**src/rtl/fetch_queue.sv**
```systemverilog
// Instruction fetch queue: fetches sequentially from imem into a small FIFO, flushed on redirect.
// Optional performance counters are built only when FETCH_PERF_EN is defined.
module fetch_queue #(
  parameter int                XLEN     = 32,
  parameter int                DEPTH    = 4,
  parameter logic [XLEN-1:0]   RESET_PC = '0
) (
  input  logic            clk,
  input  logic            rst_n,
  output logic [XLEN-1:0] imem_addr,
  input  logic [XLEN-1:0] imem_rdata,
  input  logic            redirect_valid,
  input  logic [XLEN-1:0] redirect_pc,
  input  logic            stall,
  output logic            out_valid,
  output logic [XLEN-1:0] out_pc,
  output logic [XLEN-1:0] out_instr,
  output logic [XLEN-1:0] out_pc_plus4,
  output logic [31:0]     perf_fetched,
  output logic [31:0]     perf_redirects
);

  localparam int PTR_W = $clog2(DEPTH);
  localparam int CNT_W = PTR_W + 1;
  localparam logic [CNT_W-1:0] DEPTH_CNT = CNT_W'(DEPTH);

  logic [XLEN-1:0]  fetch_pc_q, fetch_pc_d;
  logic [PTR_W-1:0] rd_ptr_q, rd_ptr_d;
  logic [PTR_W-1:0] wr_ptr_q, wr_ptr_d;
  logic [CNT_W-1:0] count_q, count_d;
  logic [XLEN-1:0]  pc_mem_q [DEPTH];
  logic [XLEN-1:0]  pc_mem_d [DEPTH];
  logic [XLEN-1:0]  instr_mem_q [DEPTH];
  logic [XLEN-1:0]  instr_mem_d [DEPTH];

  logic push;
  logic pop;

  // A redirect overrides both handshakes; a pop frees a slot for the same-cycle push.
  always_comb begin
    pop  = (count_q != '0) && !stall && !redirect_valid;
    push = !redirect_valid && ((count_q < DEPTH_CNT) || pop);
  end

  always_comb begin
    fetch_pc_d  = fetch_pc_q;
    rd_ptr_d    = rd_ptr_q;
    wr_ptr_d    = wr_ptr_q;
    count_d     = count_q;
    pc_mem_d    = pc_mem_q;
    instr_mem_d = instr_mem_q;
    if (redirect_valid) begin
      fetch_pc_d = redirect_pc;
      rd_ptr_d   = '0;
      wr_ptr_d   = '0;
      count_d    = '0;
    end else begin
      if (push) begin
        pc_mem_d[wr_ptr_q]    = fetch_pc_q;
        instr_mem_d[wr_ptr_q] = imem_rdata;
        wr_ptr_d              = wr_ptr_q + PTR_W'(1);
        fetch_pc_d            = fetch_pc_q + XLEN'(4);
      end
      if (pop) begin
        rd_ptr_d = rd_ptr_q + PTR_W'(1);
      end
      if (push && !pop) begin
        count_d = count_q + CNT_W'(1);
      end else if (pop && !push) begin
        count_d = count_q - CNT_W'(1);
      end
    end
  end

  always_ff @(posedge clk or negedge rst_n) begin
    if (!rst_n) begin
      fetch_pc_q <= RESET_PC;
      rd_ptr_q   <= '0;
      wr_ptr_q   <= '0;
      count_q    <= '0;
      for (int i = 0; i < DEPTH; i++) begin
        pc_mem_q[i]    <= '0;
        instr_mem_q[i] <= '0;
      end
    end else begin
      fetch_pc_q  <= fetch_pc_d;
      rd_ptr_q    <= rd_ptr_d;
      wr_ptr_q    <= wr_ptr_d;
      count_q     <= count_d;
      pc_mem_q    <= pc_mem_d;
      instr_mem_q <= instr_mem_d;
    end
  end

  // Outputs come only from registers and read as zero whenever the queue is empty.
  always_comb begin
    imem_addr    = fetch_pc_q;
    out_valid    = (count_q != '0);
    out_pc       = '0;
    out_instr    = '0;
    out_pc_plus4 = '0;
    if (out_valid) begin
      out_pc       = pc_mem_q[rd_ptr_q];
      out_instr    = instr_mem_q[rd_ptr_q];
      out_pc_plus4 = pc_mem_q[rd_ptr_q] + XLEN'(4);
    end
  end

`ifdef FETCH_PERF_EN
  logic [31:0] perf_fetched_q, perf_fetched_d;
  logic [31:0] perf_redirects_q, perf_redirects_d;

  always_comb begin
    perf_fetched_d   = perf_fetched_q + (push ? 32'd1 : 32'd0);
    perf_redirects_d = perf_redirects_q + (redirect_valid ? 32'd1 : 32'd0);
  end

  always_ff @(posedge clk or negedge rst_n) begin
    if (!rst_n) begin
      perf_fetched_q   <= '0;
      perf_redirects_q <= '0;
    end else begin
      perf_fetched_q   <= perf_fetched_d;
      perf_redirects_q <= perf_redirects_d;
    end
  end

  assign perf_fetched   = perf_fetched_q;
  assign perf_redirects = perf_redirects_q;
`else
  assign perf_fetched   = '0;
  assign perf_redirects = '0;
`endif

endmodule
```
**config.mk**
```make
export PLATFORM = sky130hd
export DESIGN_NAME = fetch_queue
export DESIGN_NICKNAME = d
export VERILOG_FILES = /design/src/rtl/fetch_queue.sv
export SDC_FILE = /design/constraint.sdc
export NUM_CORES = 1
export LEC_CHECK = 0
export CORE_MARGIN = 2
export CORE_UTILIZATION = 25
export DETAILED_ROUTE_END_ITERATION = 7
export GPL_ROUTABILITY_DRIVEN = 0
export SYNTH_ARGS = -nofsm -noshare
export SYNTH_HDL_FRONTEND = slang
export SYNTH_SLANG_ARGS = --single-unit
```
**constraint.sdc**
```tcl
create_clock -name clk -period 4.5 [get_ports clk]
set_input_delay 1.125 -clock clk [delete_from_list [all_inputs] [get_ports clk]]
set_output_delay 1.125 -clock clk [all_outputs]
set_load 0.05 [all_outputs]
```
* After elaboration in Yosys (flattened, before gate mapping)
Index checks and enable logic that the tools add are counted.
Word-level totals: register bits after elaboration 295, input bits 68, output and inout bits 193
Cells by class: multiplexer cells 22, reduce and logical (&&, ||, !) cells 16, bitwise logic cells 3, magnitude comparators 4, add/subtract/negate cells 6
Operator list (number):
- $mux 32 | 10
- $bwmux 128 | 2
- $bmux 32 s2 | 2
- $add 32x3->32 const B | 2
- $demux 32 s2 | 1
- $mux 3 | 3
- $mux 2 | 4
- $ge 3x3->1 const B | 2
- $logic_and 1x1->1 | 6
- $not 2->3 | 2
- $reduce_bool 3->1 | 2
- $add 2x1->2 const B | 2
- $logic_not 1->1 | 4
- $reduce_bool 2->1 | 2
- $add 3x1->3 const B | 1
- $lt 3x1->1 const B | 1
- $lt 3x3->1 const B | 1
- $sub 3x1->3 const B | 1
- $reduce_and 2->1 | 1
- $logic_or 1x1->1 | 1
- $not 1->1 | 1

* Logic depth before layout (Yosys ltp)
depth after elaboration 10, mapped depth 10

* Least setup slack after synthesis
OpenSTA, ideal clock, no wires.
path type register to output, start register rd_ptr_q[0], end output port out_pc_plus4[24], data required time 3375 ps, path slack 50 ps, arrival time 3325 ps, path buffers 3, stages on the path, launching flop included 10, path through dfrtp_1 buf_6 buf_12 mux4_1 ha_1 nand3_1 or4_1 buf_2 or4_1 a21oi_1
On the way: cells in the longest elaborated chain, start to end 6
Ends and longest elaborated chain:
- start: declaration | RTL line 28 | logic [PTR_W-1:0] rd_ptr_q, rd_ptr_d;
- start signal: assignment | RTL line 87 | rd_ptr_q <= rd_ptr_d;
- $not 2->3 (implied by the code) | RTL line 105 | out_pc_plus4 = pc_mem_q[rd_ptr_q] + XLEN'(4);
- $bmux 32 s2 | RTL line 105
- $mux 32 (implied by the code) (2 in series) | RTL line 105
- $add 32x3->32 | RTL line 105
- $mux 32 | RTL line 102 | if (out_valid) begin
- end: declaration | RTL line 18 | output logic [XLEN-1:0] out_pc_plus4,
No other way between the ends. The select of a mux whose other input is x is not followed.

* Worst setup path after layout
start register rd_ptr_q[0], end output port out_pc_plus4[31]
Same word-level chain as after synthesis.

==> metrics <==
critical path required time 3.38 ns; internal power 9.473 mW; fin crit share 100.3%; antenna viol nets, final 0; die height 248.4 um; vias in the first global route 10300; dominant cell type by area after synthesis dfrtp_1; Clock Pin Slew Worst Setup and Hold Paths 0.06 ns; crit path to out_pc_plus4[31]; fillers 5850; cells after synthesis 1159; Seq cells post-synth 295; critical path type register to output port; Seq/Total Area, Yosys 49.44%; synth unique cells 46; GRT overflow 0; outcome finished, violations left; Max FO, Critical Path 7; initial antenna violation count 1; Antenna diodes 0; Rel. slew slack 24.59%; 1st-iter DRT viols 500; crit start category register; RSZ-0062 raised after global routing yes; peak supply drop 0.0005459 V; Clock Latency Late Sink 0.56 ns; clock root buffer clkbuf_16; Net Sw Power 6.963 mW; Post-synth EDFFs 0; CTS Buffer Depth 3; failing checks setup timing; DRC viols 0; Slew Viols, Final 0; total power 16.44 mW; clock share of power 18.4%; synth warn 0; FF-to-FF setup slack 1.97 ns; Via-to-Cell Ratio 4.574; sequential group share of total power 27.5%; Core Area 59020 sq um; sw frac 42.36%; Power Density 842.1 nW/um^2; count leader, synth dfrtp_1; routed len/inst 18.64 um; f_max 221.5 MHz; R2R Path End instr_mem_q[9]; Comb power frac 54.1%; crit end category output port; path depth of the worst reg2reg path 4; min cycle time layout 4.516 ns; first-pass detailed-route iteration total 4; Final WS setup -0.01554 ns; max_cap viols 0; Cell Rows 89; Worst EP arrival 3.39 ns; Hold Crit Class register to register; Num Clock Sinks 295; area share of the largest cell type after synthesis 49.44%; final setup vio count 2; I/O Buffers 196; Layout Nets 1440; die area 61690 sq um; Die W 248.4 um; Global Route Usage Sum 13.02%; final core occ 33.07%; first-pass GRT wire length 61.40 mm; TritonCTS clock tree yes; post-DP HPWL 25.95 mm; Synth-to-Final Area Change 30.73%; largest cells by area after synthesis dfrtp_1 (49%), mux2_2 (19%), mux4_2 (6.5%), buf_4 (3.4%), mux4_1 (3.3%); ys async rst share 100.0%; via count 9903; worst-margin pin slew 1.131 ns; Initial Utilization 25.30%; Worst Setup SP rd_ptr_q[0]; top post-synthesis cells by count dfrtp_1 (295), mux2_2 (247), nand2_1 (74); reg2reg start count_q[2]; num ports 261; top_reg_cell synth dfrtp_1; H-tree depth 2; cts bufs inserted 35; clock skew 0.02425 ns; final WL 40.36 mm; Syn Std Cell Area 14930 sq um; largest net degree at the start of global routing 114; post-synthesis area per instance 12.88 sq um; Fin. Hold Viols 0; layout cell share with drive strength beyond 1 36.28%; LEAKAGE 7.937 nW
[area by class of cell]
cell class | instances | area, sq um | share of cell area [%]
timing repair buffer | 250 | 2696 | 13.81
clock inverter | 15 | 251.5 | 1.288
sequential | 295 | 7390 | 37.86
inverter | 14 | 52.55 | 0.2692
multi-input combinational | 769 | 7163 | 36.70
tap | 773 | 967.2 | 4.955
clock buffer | 49 | 998.5 | 5.115
[sequential cells by signal, summed over array words and instances (netlist names)]
signal       count
instr_mem_q    128
pc_mem_q       128
imem_addr       32
count_q          3
rd_ptr_q         2
wr_ptr_q         2
[stage by stage]
step / setup TNS, ns / setup WS, ns / cell area (sq um) / instances / hold WS, ns
finish: -0.02665 / -0.01554 / 19520 / 2165 / 0.4753
global route: -0.6393 / -0.07380 / 19520 / 2165 / 0.5092
CTS: -0.1783 / -0.04244 / 19210 / 2153 / 0.4777
detailed placement: 0 / 0.2362 / 17750 / 2081 / 0.4632
global placement: 0 / 0.2050 / 17750 / 2081 / 0.4526
floorplan: 0 / 0.05038 / 15170 / 1222 / 0.4416
[power by group through the flow]
stage | Combinational, mW | Sequential (mW) | Clock (mW)
global route | 9.38 | 4.67 | 3.23
finish | 8.90 | 4.52 | 3.02
floorplan | 5.72 | 4.37 | 0
CTS | 8.76 | 4.51 | 3.12
detailed placement | 8.44 | 4.54 | 0
global placement | 8.37 | 4.47 | 0
[routing by layer]
layer | global-route usage, % | wire, um | part of all wire, % | vias to the layer above
li1 | - | - | - | 4436
met1 | 18.03 | 18190 | 45 | 5117
met2 | 20.47 | 18860 | 47 | 293
met3 | 2.844 | 2486 | 6.2 | 57
met4 | 3.641 | 821 | 2.0 | 0
met5 | 0 | 0 | 0 | -
[kinds of logic after synthesis]
family,count (synthesis),synth area share [%]
flops,295,49.44
mux,318,29.06
fa+ha+maj,7,0.6369
compound gates,87,3.126
other cells,1,0.02512
simple gates,252,9.017
buf+inv,159,6.344
xor+xnor,40,2.346
[critical path, cell delays in order (launching register included)]
cell and delay [ns]:
dfrtp_4 0.57, buf_6 0.17, mux4_2 0.42, nand3_4 0.13, buf_4 0.16, or4_4 0.57, or4_4 0.45, a21oi_4 0.20
buf_12 0.16
[layout by cell type (no fill, tap or decap), types with 15 or more instances in the layout]
cell type,instances
dfrtp_1,293
and2_1,60
clkdlybuf4s50_1,166
nor2_1,33
mux4_2,59
mux2_2,247
conb_1,64
xnor2_1,25
o21ai_0,52
clkbuf_16,36
xor2_1,15
buf_12,24
buf_4,46
nand2_1,68
[what timing repair did]
action / 4_1_cts / 5_1_grt
gates resized for setup: 59 / 40
hold endpoints to repair: 0 / 0
buffers inserted: 6 / 11
endpoints found under the setup margin: 20 / 33
cloned: 2 / 1
hold buffers: 0 / 0
pin swaps: 16 / 25
[worst min path at each step]
stage | from | end | slack, ns | cells past startpoint
2_1_floorplan | pc_mem_q[79] | pc_mem_q[79] | 0.44 | 2
3_3_place_gp | pc_mem_q[47] | pc_mem_q[47] | 0.45 | 2
3_5_place_dp | pc_mem_q[55] | pc_mem_q[55] | 0.46 | 2
4_1_cts | pc_mem_q[79] | pc_mem_q[79] | 0.48 | 2
5_1_grt | instr_mem_q[7] | instr_mem_q[7] | 0.51 | 1
6_report | pc_mem_q[79] | pc_mem_q[79] | 0.48 | 2
Note: power is estimated with default switching activity, not from simulation.
